File: src/rtl/lc3b_types.sv
// Shared LC-3b datapath types plus the stage-buffer defaults.
package lc3b_types;

   typedef logic [15:0] lc3b_word;

   localparam int LC3B_STAGE_DEPTH_DEFAULT = 2;

   typedef logic [$clog2(LC3B_STAGE_DEPTH_DEFAULT+1)-1:0] lc3b_stage_count;

   // Control bundle carried between pipeline stages alongside the datapath.
   typedef struct packed {
      logic [3:0] opcode;
      logic       ld_reg;
      logic       ld_cc;
      logic       mem_read;
      logic       mem_write;
      logic [2:0] dest_reg;
      logic [1:0] alu_op;
   } lc3b_control_word;

endpackage

File: src/rtl/lc3b_stage_ptr.sv
// Wrapping FIFO pointer: advances on i_inc, returns to zero on i_clear.
module lc3b_stage_ptr #(
   parameter int DEPTH = 2
) (
   input  logic                     clk,
   input  logic                     reset_n,
   input  logic                     i_inc,
   input  logic                     i_clear,
   output logic [$clog2(DEPTH)-1:0] o_ptr
);

   localparam int AW = $clog2(DEPTH);

   logic [AW-1:0] r_ptr;

   always_ff @(posedge clk or negedge reset_n) begin
      if (!reset_n) begin
         r_ptr <= '0;
      end else if (i_clear) begin
         r_ptr <= '0;
      end else if (i_inc) begin
         r_ptr <= (r_ptr == AW'(DEPTH - 1)) ? '0 : r_ptr + AW'(1);
      end
   end

   assign o_ptr = r_ptr;

endmodule

File: src/rtl/lc3b_stage_buffer.sv
// Valid/ready FIFO between LC-3b pipeline stages.
// Optional zero-latency pass-through when empty: define LC3B_STAGE_BYPASS_EN.
module lc3b_stage_buffer
   import lc3b_types::*;
#(
   parameter int WIDTH = $bits(lc3b_word),
   parameter int DEPTH = LC3B_STAGE_DEPTH_DEFAULT
) (
   input  logic                       clk,
   input  logic                       reset_n,
   input  logic                       flush,
   input  logic                       in_valid,
   output logic                       in_ready,
   input  logic [WIDTH-1:0]           in_data,
   output logic                       out_valid,
   input  logic                       out_ready,
   output logic [WIDTH-1:0]           out_data,
   output logic [$clog2(DEPTH+1)-1:0] count,
   output logic                       full,
   output logic                       empty
);

   localparam int AW = $clog2(DEPTH);
   localparam int CW = $clog2(DEPTH + 1);

   logic [WIDTH-1:0] r_mem [DEPTH];
   logic [CW-1:0]    r_count;
   logic [AW-1:0]    w_wr_ptr;
   logic [AW-1:0]    w_rd_ptr;
   logic             w_push;
   logic             w_pop;
   logic             w_pass;
   logic             w_wr;
   logic             w_rd;

   assign count = r_count;
   assign full  = (r_count == CW'(DEPTH));
   assign empty = (r_count == '0);

   // in_ready never looks at out_ready, so a full buffer cannot refill on the pop cycle.
   assign in_ready = reset_n && !full && !flush;

`ifdef LC3B_STAGE_BYPASS_EN
   assign out_valid = reset_n && !flush && (!empty || in_valid);
   assign out_data  = !out_valid ? '0 : (empty ? in_data : r_mem[w_rd_ptr]);
   assign w_pass    = empty && w_push && out_ready;
`else
   assign out_valid = reset_n && !flush && !empty;
   assign out_data  = out_valid ? r_mem[w_rd_ptr] : '0;
   assign w_pass    = 1'b0;
`endif

   assign w_push = in_valid && in_ready;
   assign w_pop  = out_valid && out_ready;
   assign w_wr   = w_push && !w_pass;
   assign w_rd   = w_pop && !empty;

   lc3b_stage_ptr #(.DEPTH(DEPTH)) u_wr_ptr (
      .clk     (clk),
      .reset_n (reset_n),
      .i_inc   (w_wr),
      .i_clear (flush),
      .o_ptr   (w_wr_ptr)
   );

   lc3b_stage_ptr #(.DEPTH(DEPTH)) u_rd_ptr (
      .clk     (clk),
      .reset_n (reset_n),
      .i_inc   (w_rd),
      .i_clear (flush),
      .o_ptr   (w_rd_ptr)
   );

   always_ff @(posedge clk or negedge reset_n) begin
      if (!reset_n) begin
         r_count <= '0;
      end else if (flush) begin
         r_count <= '0;
      end else begin
         case ({w_wr, w_rd})
            2'b10:   r_count <= r_count + CW'(1);
            2'b01:   r_count <= r_count - CW'(1);
            default: r_count <= r_count;
         endcase
      end
   end

   // Payload storage carries no reset; validity is tracked by r_count alone.
   always_ff @(posedge clk) begin
      if (w_wr) begin
         r_mem[w_wr_ptr] <= in_data;
      end
   end

endmodule

File: config.mk
export PLATFORM = sky130hd
export DESIGN_NAME = lc3b_stage_buffer
export DESIGN_NICKNAME = d
export VERILOG_FILES = /design/src/rtl/lc3b_types.sv /design/src/rtl/lc3b_stage_ptr.sv /design/src/rtl/lc3b_stage_buffer.sv
export SDC_FILE = /design/constraint.sdc
export NUM_CORES = 1
export LEC_CHECK = 0
export BUFFER_PORTS_ARGS = -buffer_cell sky130_fd_sc_hd__clkbuf_2
export CORE_MARGIN = 1.5
export CORE_UTILIZATION = 51
export CTS_CLUSTER_DIAMETER = 50
export CTS_CLUSTER_SIZE = 20
export DETAILED_ROUTE_END_ITERATION = 12
export HOLD_SLACK_MARGIN = 0.05
export PLACE_DENSITY = 0.89
export SLEW_MARGIN = 30
export SYNTH_ARGS = -nofsm -noshare
export SYNTH_HDL_FRONTEND = slang
export SYNTH_SLANG_ARGS = --single-unit
File: constraint.sdc
create_clock -name clk -period 4.1 [get_ports clk]
set_clock_uncertainty 0.15 [all_clocks]
set_input_delay 0.41 -clock clk [delete_from_list [all_inputs] [get_ports clk]]
set_output_delay 0.41 -clock clk [all_outputs]
set_load 0.02 [all_outputs]
==> reports/summary.txt, run 1 <==
Final setup viols - 0
DP HPWL - 1.819 mm
Largest net degree at the start of global routing - 19
Most Used Layer, Global Route - met2
Die area - 3392 um^2
Layout area overhead - 20.02%
PortBufs - 42
Syn Std Cell Area - 1556 um^2
Share of cells above drive strength 1 - 0.4392
Area share of fa/ha/maj cells after synthesis - 0
Worst-margin pin slew - 0.9049 ns
Initial Utilization - 0.5502
CTS Root Cell - clkbuf_4
RR Startpoint - count[1]
Most common cell after layout, fill and taps aside - clkbuf_2
Pwr Total - 715.9 uW
P_leak - 0.7039 nW
DP Area - 1778 um^2
CTS-repair resized insts - 0
Initial antenna violation count - 0
Placed Cells - 170
Critical path startpoint category - input pin
CTS Buf Count - 5
Gate Count Post-Synth - 100
M3 GR Usage - 0.06920
Most frequent cells in the layout - clkbuf_2 (42), edfxtp_1 (32), mux2i_1 (16)
WP data required - 3.54 ns
Crit. End Element - output pin
Post-Syn Nets - 121
Outcome - finished clean
Core area - 2829 um^2
N_diodes - 0
Row count - 19
Max-cap violations - 0
Die H - 58.25 um
Distinct cells, synth - 28
Launch point of the worst path - reset_n
GR met2 Demand/Resource - 0.2744
Syn Area/Cell - 15.56 um^2
Grt ovf - 0
Antenna viol nets, final - 0
Ys Warns - 0
Setup WS post-layout - 1.241 ns
Slew HR - 0.3968
R2r endpoint - r_mem[1][8]
First drt pass iteration count - 6
Global placer's final weighted congestion - 0.7424
CTS tree - yes
Sink Count - 36
Total Neg Setup Slack - 0 ns
Worst setup path end - out_data[3]
Final Hold Fails - 0
Synth Register Bits - 36
IO Count - 43
Post-CTS setup buffer count - 0
Unrepaired setup endpoints after global routing - no
Largest family of logic cells by synthesized area - simple AND/OR/NAND/NOR gates
Fillers - 203
Drt first-iter violations - 20
DRC - 0
Fmax - 349.8 MHz
First-pass GRT wire length - 4.229 mm
Finished Layout Cells - 179
Synth Area in Compound Gates - 0.04341
Seq/Total Area, Yosys - 0.6817
Worst-skew pair later-pin latency - 0.32 ns
Area share of and/or/nand/nor cells after synthesis - 0.1359
Hold_buf cts - 1
Fin. max-slew vios - 0
Post-DR wirelength/cell - 14.94 um
R2r setup slk - 2.13 ns
Vias post-DR - 963
Maximum vdd ir drop - 0.2642 mV
Worst slack at placement - 1.797 ns
Tcrit/Tclk final - 0.6972
Number of vias per cell - 5.380
GRT Total Usage - 0.1756
Fin crit period - 2.859 ns
CP Max Fanout - 18
CTS Buffer Depth - 2
Mux cell area share after synthesis - 0.1029
Design area - 1868 um^2
Number of global-route vias before repair - 941
Die X - 58.25 um
CP Class - in -> out
Worst EP arrival - 2.30 ns
Number of H-tree levels - 2
GR met1 Demand/Resource - 0.2009
Pwr/cell area - 383.2 nW/um^2
Nets - 168
Worst-path clk slew - 0.11 ns
Routed WL - 2.675 mm
Worst Reg-to-Reg Cells - 3
Post-Synth XOR/XNOR Area - 0
Hold Path Class - in -> reg
==> cell families (layout without fill, tap and decap cells) <==
group / after synthesis / after routing
AO/OA/AOI/OAI: 11 / 11
buffers and inverters: 8 / 56
AND/OR/NAND/NOR: 29 / 29
multiplexers: 16 / 16
flip-flops: 36 / 36
==> sequential cells by signal, summed over array words and instances, names as in the netlist <==
register and cells:
r_mem 32, u_wr_ptr.o_ptr 1, count 2, u_rd_ptr.o_ptr 1
==> Yosys cell counts <==
| cell | n | area, um^2 |
|---|---|---|
| a21oi_1 | 3 | 15.01 |
| a22oi_1 | 1 | 7.510 |
| and2_1 | 1 | 6.260 |
| and3_1 | 1 | 6.260 |
| buf_12 | 1 | 20.02 |
| buf_2 | 2 | 10.01 |
| buf_6 | 1 | 11.26 |
| dfrtp_1 | 4 | 100.1 |
| edfxtp_1 | 32 | 960.9 |
| inv_1 | 3 | 11.26 |
| inv_2 | 1 | 3.750 |
| mux2i_1 | 16 | 160.2 |
| nand2_1 | 1 | 3.750 |
| nand2b_1 | 1 | 6.260 |
| nand3_1 | 1 | 5.000 |
| nand4_1 | 1 | 6.260 |
| nor2_1 | 8 | 30.03 |
| nor2_2 | 1 | 6.260 |
| nor2_4 | 9 | 101.4 |
| nor2b_2 | 1 | 8.760 |
| nor4b_1 | 1 | 8.760 |
| nor4bb_1 | 1 | 10.01 |
| o21ai_0 | 4 | 20.02 |
| o311ai_0 | 1 | 8.760 |
| o311ai_1 | 1 | 8.760 |
| o31ai_1 | 1 | 7.510 |
| or2_1 | 1 | 6.260 |
| or3_1 | 1 | 6.260 |
==> critical path, cell delays in order <==
cell and delay [ns]:
dlygate4sd3_1 0.52, clkbuf_2 0.23, nand2b_1 0.14, or2_2 0.55, nor2_1 0.24, clkbuf_2 0.20
==> layout make-up <==
type                       count  area [um^2]  share of cell area
clock buffer                   5        37.54             0.02009
clock inverter                 3        42.54             0.02277
inverter                       4        15.01            0.008038
multi-input combinational     56        445.4              0.2384
sequential                    36         1061              0.5680
tap                           31        38.79             0.02076
timing repair buffer          44        227.7              0.1219
==> worst min-delay path by stage <==
stage / start / to / slack, ns / depth (start not counted)
floorplan: reset_n / count[0] / -0.04 / 0
global placement: reset_n / count[1] / 0.11 / 1
detailed placement: reset_n / count[1] / 0.12 / 1
CTS: in_data[0] / r_mem[0][0] / 0.10 / 1
global route: in_data[4] / r_mem[0][4] / 0.09 / 1
finish: in_data[4] / r_mem[0][4] / 0.11 / 1
==> per-layer routing <==
layer / vias up / wire length [um]
li1: 463 / -
met1: 451 / 998
met2: 39 / 1404
met3: 10 / 167
met4: 0 / 104
met5: - / 0
==> metrics by stage <==
step / util / hold WS, ns
after global placement: 0.6285 / 0.1070
final: 0.6603 / 0.1145
after global routing: 0.6603 / 0.09035
after floorplan: - / -0.03559
after CTS: 0.6603 / 0.1001
after detailed placement: 0.6285 / 0.1168
==> power breakdown <==
group / internal, mW / total, mW / switching (mW)
Sequential: 0.408 / 0.416 / 0.00778
Clock: 0.127 / 0.239 / 0.112
Combinational: 0.0242 / 0.0606 / 0.0364
(Power assumes the default switching activity.)
==> inputs of run 2 (changes only) <==
--- a/config.mk
+++ b/config.mk
@@ -5,6 +5,7 @@
 export SDC_FILE = /design/constraint.sdc
 export NUM_CORES = 1
 export LEC_CHECK = 0
+export ABC_AREA = 1
 export BUFFER_PORTS_ARGS = -buffer_cell sky130_fd_sc_hd__clkbuf_2
 export CORE_MARGIN = 1.5
 export CORE_UTILIZATION = 51
==> constraint.sdc (replaced) <==
create_clock -name clk -period 2.79 [get_ports clk]
set_clock_uncertainty 0.15 [all_clocks]
set_input_delay 0.279 -clock clk [delete_from_list [all_inputs] [get_ports clk]]
set_output_delay 0.279 -clock clk [all_outputs]
set_load 0.02 [all_outputs]
==> reports/summary.txt, run 2 <==
Outcome - finished, violations left
Failing checks - DRC
Count of flip-flops with a built-in enable after synthesis - 32 (unchanged)
Initial antenna violation count - 0 (unchanged)
Design area - 2031 um^2 (+8.7%)
Hold Path Class - in -> reg
Tcrit/Tclk final - 0.8144
IO Count - 43 (unchanged)
Most common cell after layout, fill and taps aside - clkbuf_2
CTS Buffer Depth - 2 (unchanged)
Vias post-DR - 1,164 (+21%)
Post-synth top area cell - edfxtp_1
Final Hold Fails - 0 (unchanged)
FF/Latch Area - 1061 um^2 (unchanged)
Die H - 57.87 um (-0.65%)
Post-Syn Nets - 150 (+24%)
Worst EP arrival - 1.84 ns (-0.46 ns)
Unrepaired setup endpoints after global routing - no
P_int - 855.6 uW (+53%)
Fin. max-slew vios - 0 (unchanged)
Drt first-iter violations - 41 (+110%)
CTS tree - yes
N_diodes - 0 (unchanged)
Comb pwr share - 0.150 (+0.065)
CP Max Fanout - 17 (-1)
GRT Total Usage - 0.2226 (+0.04700)
Syn Area/Cell - 11.90 um^2 (-24%)
Seq/Total Area, Yosys - 0.6911 (+0.009445)
Synth area leaders - edfxtp_1 (63%), nand2_1 (9.3%), dfrtp_1 (6.5%)
Flop pwr share - 0.537 (-0.044)
Post-synthesis async set-or-reset flop share - 0.1111 (unchanged)
Max reg flops - 32 (unchanged)
Fillers - 198 (-2.5%)
Area of the multi-input gates - 399.1 um^2 (-10%)
Share of cells above drive strength 1 - 0.3487 (-0.09047)
Grt ovf - 0 (unchanged)
Most common cell in the netlist - nand2_1
Slew HR - 0.6360 (+0.2393)
Antenna viol nets, final - 0 (unchanged)
Number of global-route vias before repair - 1,133 (+20%)
Gate Count Post-Synth - 129 (+29%)
Total Neg Setup Slack - 0 ns (unchanged)
Pwr/cell area - 566.6 nW/um^2 (+48%)
Synth Register Bits - 36 (unchanged)
Distinct cells, synth - 19 (-32%)
NetSw - 295.0 uW (+89%)
PortBufs - 42 (unchanged)
Syn Std Cell Area - 1535 um^2 (-1.4%)
Crit. End Element - output pin
Worst-skew pair later-pin latency - 0.34 ns (+0.02 ns)
Largest net degree at the start of global routing - 19 (unchanged)
CP Class - in -> out
First drt pass iteration count - 8 (+2)
Post-DR wirelength/cell - 14.94 um (about the same)
Number of vias per cell - 5.150 (-4.3%)
Most used DFF post-synth - edfxtp_1
First-pass GRT wire length - 5.306 mm (+25%)
Sink Count - 36 (unchanged)
Row count - 19 (unchanged)
CTS Root Cell - clkbuf_4
Register name with the most flops - r_mem
Clock share of power - 0.313 (-0.021)
Fin crit period - 2.272 ns
Die area - 3348 um^2 (-1.3%)
Worst Reg-to-Reg Cells - 5 (+2)
Routed WL - 3.376 mm (+26%)
Most frequent cells in the layout - clkbuf_2 (42), nand2_1 (38), edfxtp_1 (32)
Maximum vdd ir drop - 0.4774 mV (+81%)
Initial Utilization - 0.5473 (-0.002920)
DRC - 2 (+2)
Core area - 2805 um^2 (-0.84%)
DP Area - 1780 um^2 (+0.14%)
Die X - 57.87 um (-0.65%)
Synth cell count leaders - nand2_1 (38), edfxtp_1 (32), a21oi_1 (17)
Max-cap violations - 0 (unchanged)
P_leak - 0.9035 nW (+28%)
Nets - 215 (+28%)
Worst-margin pin slew - 0.5459 ns (-0.3589 ns)
Fmax - 440.1 MHz
Sw Share - 0.2564 (+0.03832)
WHS Path Cells - 3 (+2)
Worst-path clk slew - 0.11 ns (about the same)
CTS Buf Count - 5 (unchanged)
CTS-repair resized insts - 0 (unchanged)
Top cell type's share of synthesized area - 0.6259 (+0.008554)
Ys Warns - 0 (unchanged)
Layout area overhead - 32.27%
Final setup viols - 0 (unchanged)
Global placer's final weighted congestion - 0.8736 (+18%)
DP HPWL - 2.205 mm (+21%)
Number of H-tree levels - 2 (unchanged)
WP data required - 2.36 ns (-1.18 ns)
Critical path startpoint category - input pin
==> run 2: cell count changes after synthesis, sizes merged, moves of 2 or more <==
cell | before | now
nand3 | 1 | 4
nor2 | 18 | 6
mux2i | 16 | 0
o21ai | 4 | 2
a21oi | 3 | 17
nand2 | 1 | 44
o311ai | 2 | 0
inv | 4 | 13
==> run 2: repair_timing <==
| item | in CTS | in global routing |
|---|---|---|
| hold endpoints to repair | 36 | 0 |
| buffers inserted | 0 | 0 |
| hold buffers | 17 | 0 |
==> run 2: final cells by class <==
class                   count  share of cell area
clock buffers               5             0.01848
clock inverters             3             0.02095
inverters                  13             0.02403
multi-input cells          76              0.1965
flip-flops and latches     36              0.5225
well taps                  31             0.01910
repair buffers             62              0.1984
==> run 2: logic make-up after synthesis <==
group,synth area share
buffers and inverters,0.04889
DFF,0.6911
and+or+nand+nor,0.1980
AOI/OAI and AO/OA,0.06194
==> run 2: per-stage QoR <==
step	total power [mW]	cells	utilization	worst slack [ns]	hold WS, ns
after global routing	1.193	226	0.7239	0.4309	0.09182
after global placement	0.7731	201	0.6347	1.022	-0.05015
after detailed placement	0.7823	201	0.6347	0.9886	-0.04591
after CTS	1.156	226	0.7239	0.5629	0.09066
final	1.151	226	0.7239	0.5178	0.09426
after floorplan	0.7254	129	-	0.6822	-0.1666
==> run 2: worst max-delay path, stage by stage <==
cell and delay [ns]:
dlygate4sd3_1 0.55, clkbuf_2 0.19, inv_1 0.12, nor2_8 0.16
nand2_4 0.16, a21oi_1 0.18, clkbuf_2 0.21
==> run 2: routing by layer <==
metal | vias up | share of wire | global-route usage
met5 | - | 0 | 0
met3 | 4 | 0.063 | 0.07143
met4 | 0 | 0.011 | 0.07641
met1 | 542 | 0.38 | 0.2607
li1 | 570 | - | -
met2 | 48 | 0.54 | 0.3864
==> run 2: path summary, 6_finish.rpt <==
check	startpoint	to	slack, ns
hold reg to reg	u_wr_ptr.o_ptr	u_wr_ptr.o_ptr	0.47
max in group asynchronous	reset_n	u_wr_ptr.o_ptr	2.18
setup reg to reg	count[0]	r_mem[1][6]	1.10
hold / removal	out_ready	u_rd_ptr.o_ptr	0.09
min in group asynchronous	reset_n	count[0]	0.16
setup / recovery	reset_n	out_data[9]	0.52
==> run 2: power by group through the flow <==
stage | Clock [mW] | Combinational (mW) | Sequential (mW)
detailed placement | 0 | 0.153 | 0.630
floorplan | 0 | 0.0961 | 0.629
CTS | 0.366 | 0.172 | 0.618
global route | 0.385 | 0.187 | 0.620
global placement | 0 | 0.145 | 0.628
finish | 0.360 | 0.173 | 0.618
==> inputs of run 3 (changes only) <==
==> constraint.sdc (replaced) <==
create_clock -name clk -period 2.35 [get_ports clk]
set_clock_uncertainty 0.15 [all_clocks]
set_input_delay 0.235 -clock clk [delete_from_list [all_inputs] [get_ports clk]]
set_output_delay 0.235 -clock clk [all_outputs]
set_load 0.02 [all_outputs]
==> reports/summary.txt, run 3 (synthesized netlist as in run 2, its figures left out) <==
CTS Buffer Depth - 2 (unchanged)
Grt ovf - 0 (unchanged)
P_leak - 0.8972 nW (-0.70%)
Die X - 57.87 um (unchanged)
Antenna viol nets, final - 0 (unchanged)
CTS Buf Count - 5 (unchanged)
CP Class - in -> out
CTS Root Cell - clkbuf_4
Met2 wire len - 1.487 mm (-19%)
Post-CTS setup buffer count - 0 (unchanged)
Initial antenna violation count - 0 (unchanged)
Worst Reg-to-Reg Cells - 5 (unchanged)
Die area - 3348 um^2 (unchanged)
Delay-heaviest family, CP - buffers and inverters
Post-DR wirelength/cell - 12.61 um (-16%)
PortBufs - 42 (unchanged)
Number of vias per cell - 4.885 (-5.1%)
Initial Utilization - 0.5473 (unchanged)
N_diodes - 0 (unchanged)
Critical path startpoint category - input pin
Largest net degree at the start of global routing - 19 (unchanged)
Final Hold Fails - 0 (unchanged)
First-pass GRT wire length - 4.767 mm (-10%)
Routed WL - 2.863 mm (-15%)
WHS Path Cells - 3 (unchanged)
CTS tree - yes
Most frequent cells in the layout - clkbuf_2 (42), nand2_1 (38), edfxtp_1 (32)
WP data required - 1.97 ns (-0.39 ns)
Layout area overhead - 31.05%
Slowest cell on crit path - dlygate4sd3_1
Unrepaired setup endpoints after global routing - no
GRT Total Usage - 0.1977 (-0.02490)
CTS-repair resized insts - 0 (unchanged)
Max-cap violations - 0 (unchanged)
Fin. max-slew vios - 0 (unchanged)
HP Start - out_ready
Global placer's final weighted congestion - 0.9259 (+6.0%)
RR Startpoint - count[0]
CP Max Fanout - 17 (unchanged)
Finished Layout Cells - 227 (+0.44%)
Cell Chain, Critical Path - dlygate4sd3_1 -> clkbuf_2 -> inv_1 -> nor2_8 -> nand2_4 -> a21oi_1 -> clkbuf_2
Vias post-DR - 1,109 (-4.7%)
Total Neg Setup Slack - 0 ns (unchanged)
Drt first-iter violations - 36 (-12%)
Max incr delay on CP - 0.52 ns (-0.03 ns)
Crit. End Element - output pin
Most common cell after layout, fill and taps aside - clkbuf_2
Max reg flops - 32 (unchanged)
FF/Latch Area - 1061 um^2 (unchanged)
Worst-skew pair later-pin latency - 0.33 ns (about the same)
Nets - 216 (+0.47%)
Placed Cells - 202 (+0.50%)
Row count - 19 (unchanged)
Sink Count - 36 (unchanged)
Tcrit/Tclk final - 0.9084
Share of cells above drive strength 1 - 0.3418 (-0.006881)
Die H - 57.87 um (unchanged)
Fin crit period - 2.135 ns
WL met3 - 207 um (-2.4%)
Slew HR - 0.7949 (+0.1588)
Worst EP arrival - 1.75 ns (-0.09 ns)
Hold_buf cts - 17 (unchanged)
Number of H-tree levels - 2 (unchanged)
Fmax - 468.4 MHz
Most common cell type on the critical path - clkbuf_2
Hold Path Class - in -> reg
Fillers - 193 (-2.5%)
Outcome - finished, violations left
IO Count - 43 (unchanged)
Hold EP - u_rd_ptr.o_ptr
Buffer and inverter count on the worst path - 4 (unchanged)
Maximum vdd ir drop - 0.5237 mV (+9.7%)
Area of the multi-input gates - 399.1 um^2 (unchanged)
Core area - 2805 um^2 (unchanged)
R2r endpoint - r_mem[1][13]
Register name with the most flops - r_mem
R2r setup slk - 0.77 ns (-0.33 ns)
DP HPWL - 1.934 mm (-12%)
Worst-margin pin slew - 0.3073 ns (-0.2387 ns)
Pwr/cell area - 619.4 nW/um^2 (+9.3%)
Max layer used - met4
DRC - 2 (unchanged)
Post-Route M1 WL - 1.108 mm (-14%)
Number of global-route vias before repair - 1,047 (-7.6%)
Worst-path clk slew - 0.09 ns (-0.02 ns)
First drt pass iteration count - 8 (unchanged)
Failing checks - DRC
Final setup viols - 0 (unchanged)
run 3: changes by cell type in the layout (fill, tap and decap cells not counted):
| cell | before | now |
|---|---|---|
| clkbuf_1 | 0 | 2 |
| buf_4 | 3 | 4 |
| bufinv_16 | 1 | 0 |
| clkinv_2 | 1 | 0 |
| clkinv_4 | 0 | 1 |
| clkinvlp_4 | 1 | 0 |
run 3: cell type report:
cell class                 instances  area share
timing repair buffer              63      0.2040
sequential                        36      0.5274
clock inverter                     1    0.004353
inverter                          13     0.02425
tap                               31     0.01928
multi-input combinational         76      0.1984
clock buffer                       7     0.02239
run 3: tightest hold or removal path, stage by stage:
cell      delay, ns
clkbuf_2       0.10
nand3_4        0.11
a21oi_1        0.07
run 3: report_power, final:
| group | switching (mW) | leakage, nW | internal [mW] |
|---|---|---|---|
| clock network | 0.192 | 0.0295 | 0.120 |
| registers | 0.0122 | 0.344 | 0.717 |
| logic | 0.127 | 0.524 | 0.0780 |
| total | 0.331 | 0.897 | 0.915 |
run 3: layer usage:
layer,vias up,track usage
met5,-,0
met4,0,0.08970
met3,6,0.05580
met2,38,0.3247
met1,501,0.2442
li1,564,-
run 3: worst max path at each step:
| stage | from | to | slack, ns | depth (start not counted) |
|---|---|---|---|---|
| after floorplan | count[0] | r_mem[1][0] | 0.24 | 4 |
| after global placement | reset_n | r_mem[1][5] | 0.76 | 6 |
| after detailed placement | reset_n | r_mem[1][6] | 0.75 | 6 |
| after CTS | reset_n | out_data[4] | 0.22 | 7 |
| after global routing | reset_n | out_data[6] | 0.14 | 7 |
| final | reset_n | out_data[4] | 0.22 | 7 |
run 3: through the flow:
stage / hold WS [ns] / total power [mW] / instance area, um^2 / setup slack (ns) / util
after global placement: -0.1006 / 0.9206 / 1788 / 0.7635 / 0.6374
after global routing: 0.07018 / 1.296 / 2012 / 0.1393 / 0.7172
final: 0.06196 / 1.246 / 2012 / 0.2153 / 0.7172
after floorplan: -0.2106 / 0.8612 / 1535 / 0.2422 / -
after detailed placement: -0.09781 / 0.9267 / 1788 / 0.7477 / 0.6374
after CTS: 0.05904 / 1.250 / 2012 / 0.2230 / 0.7172
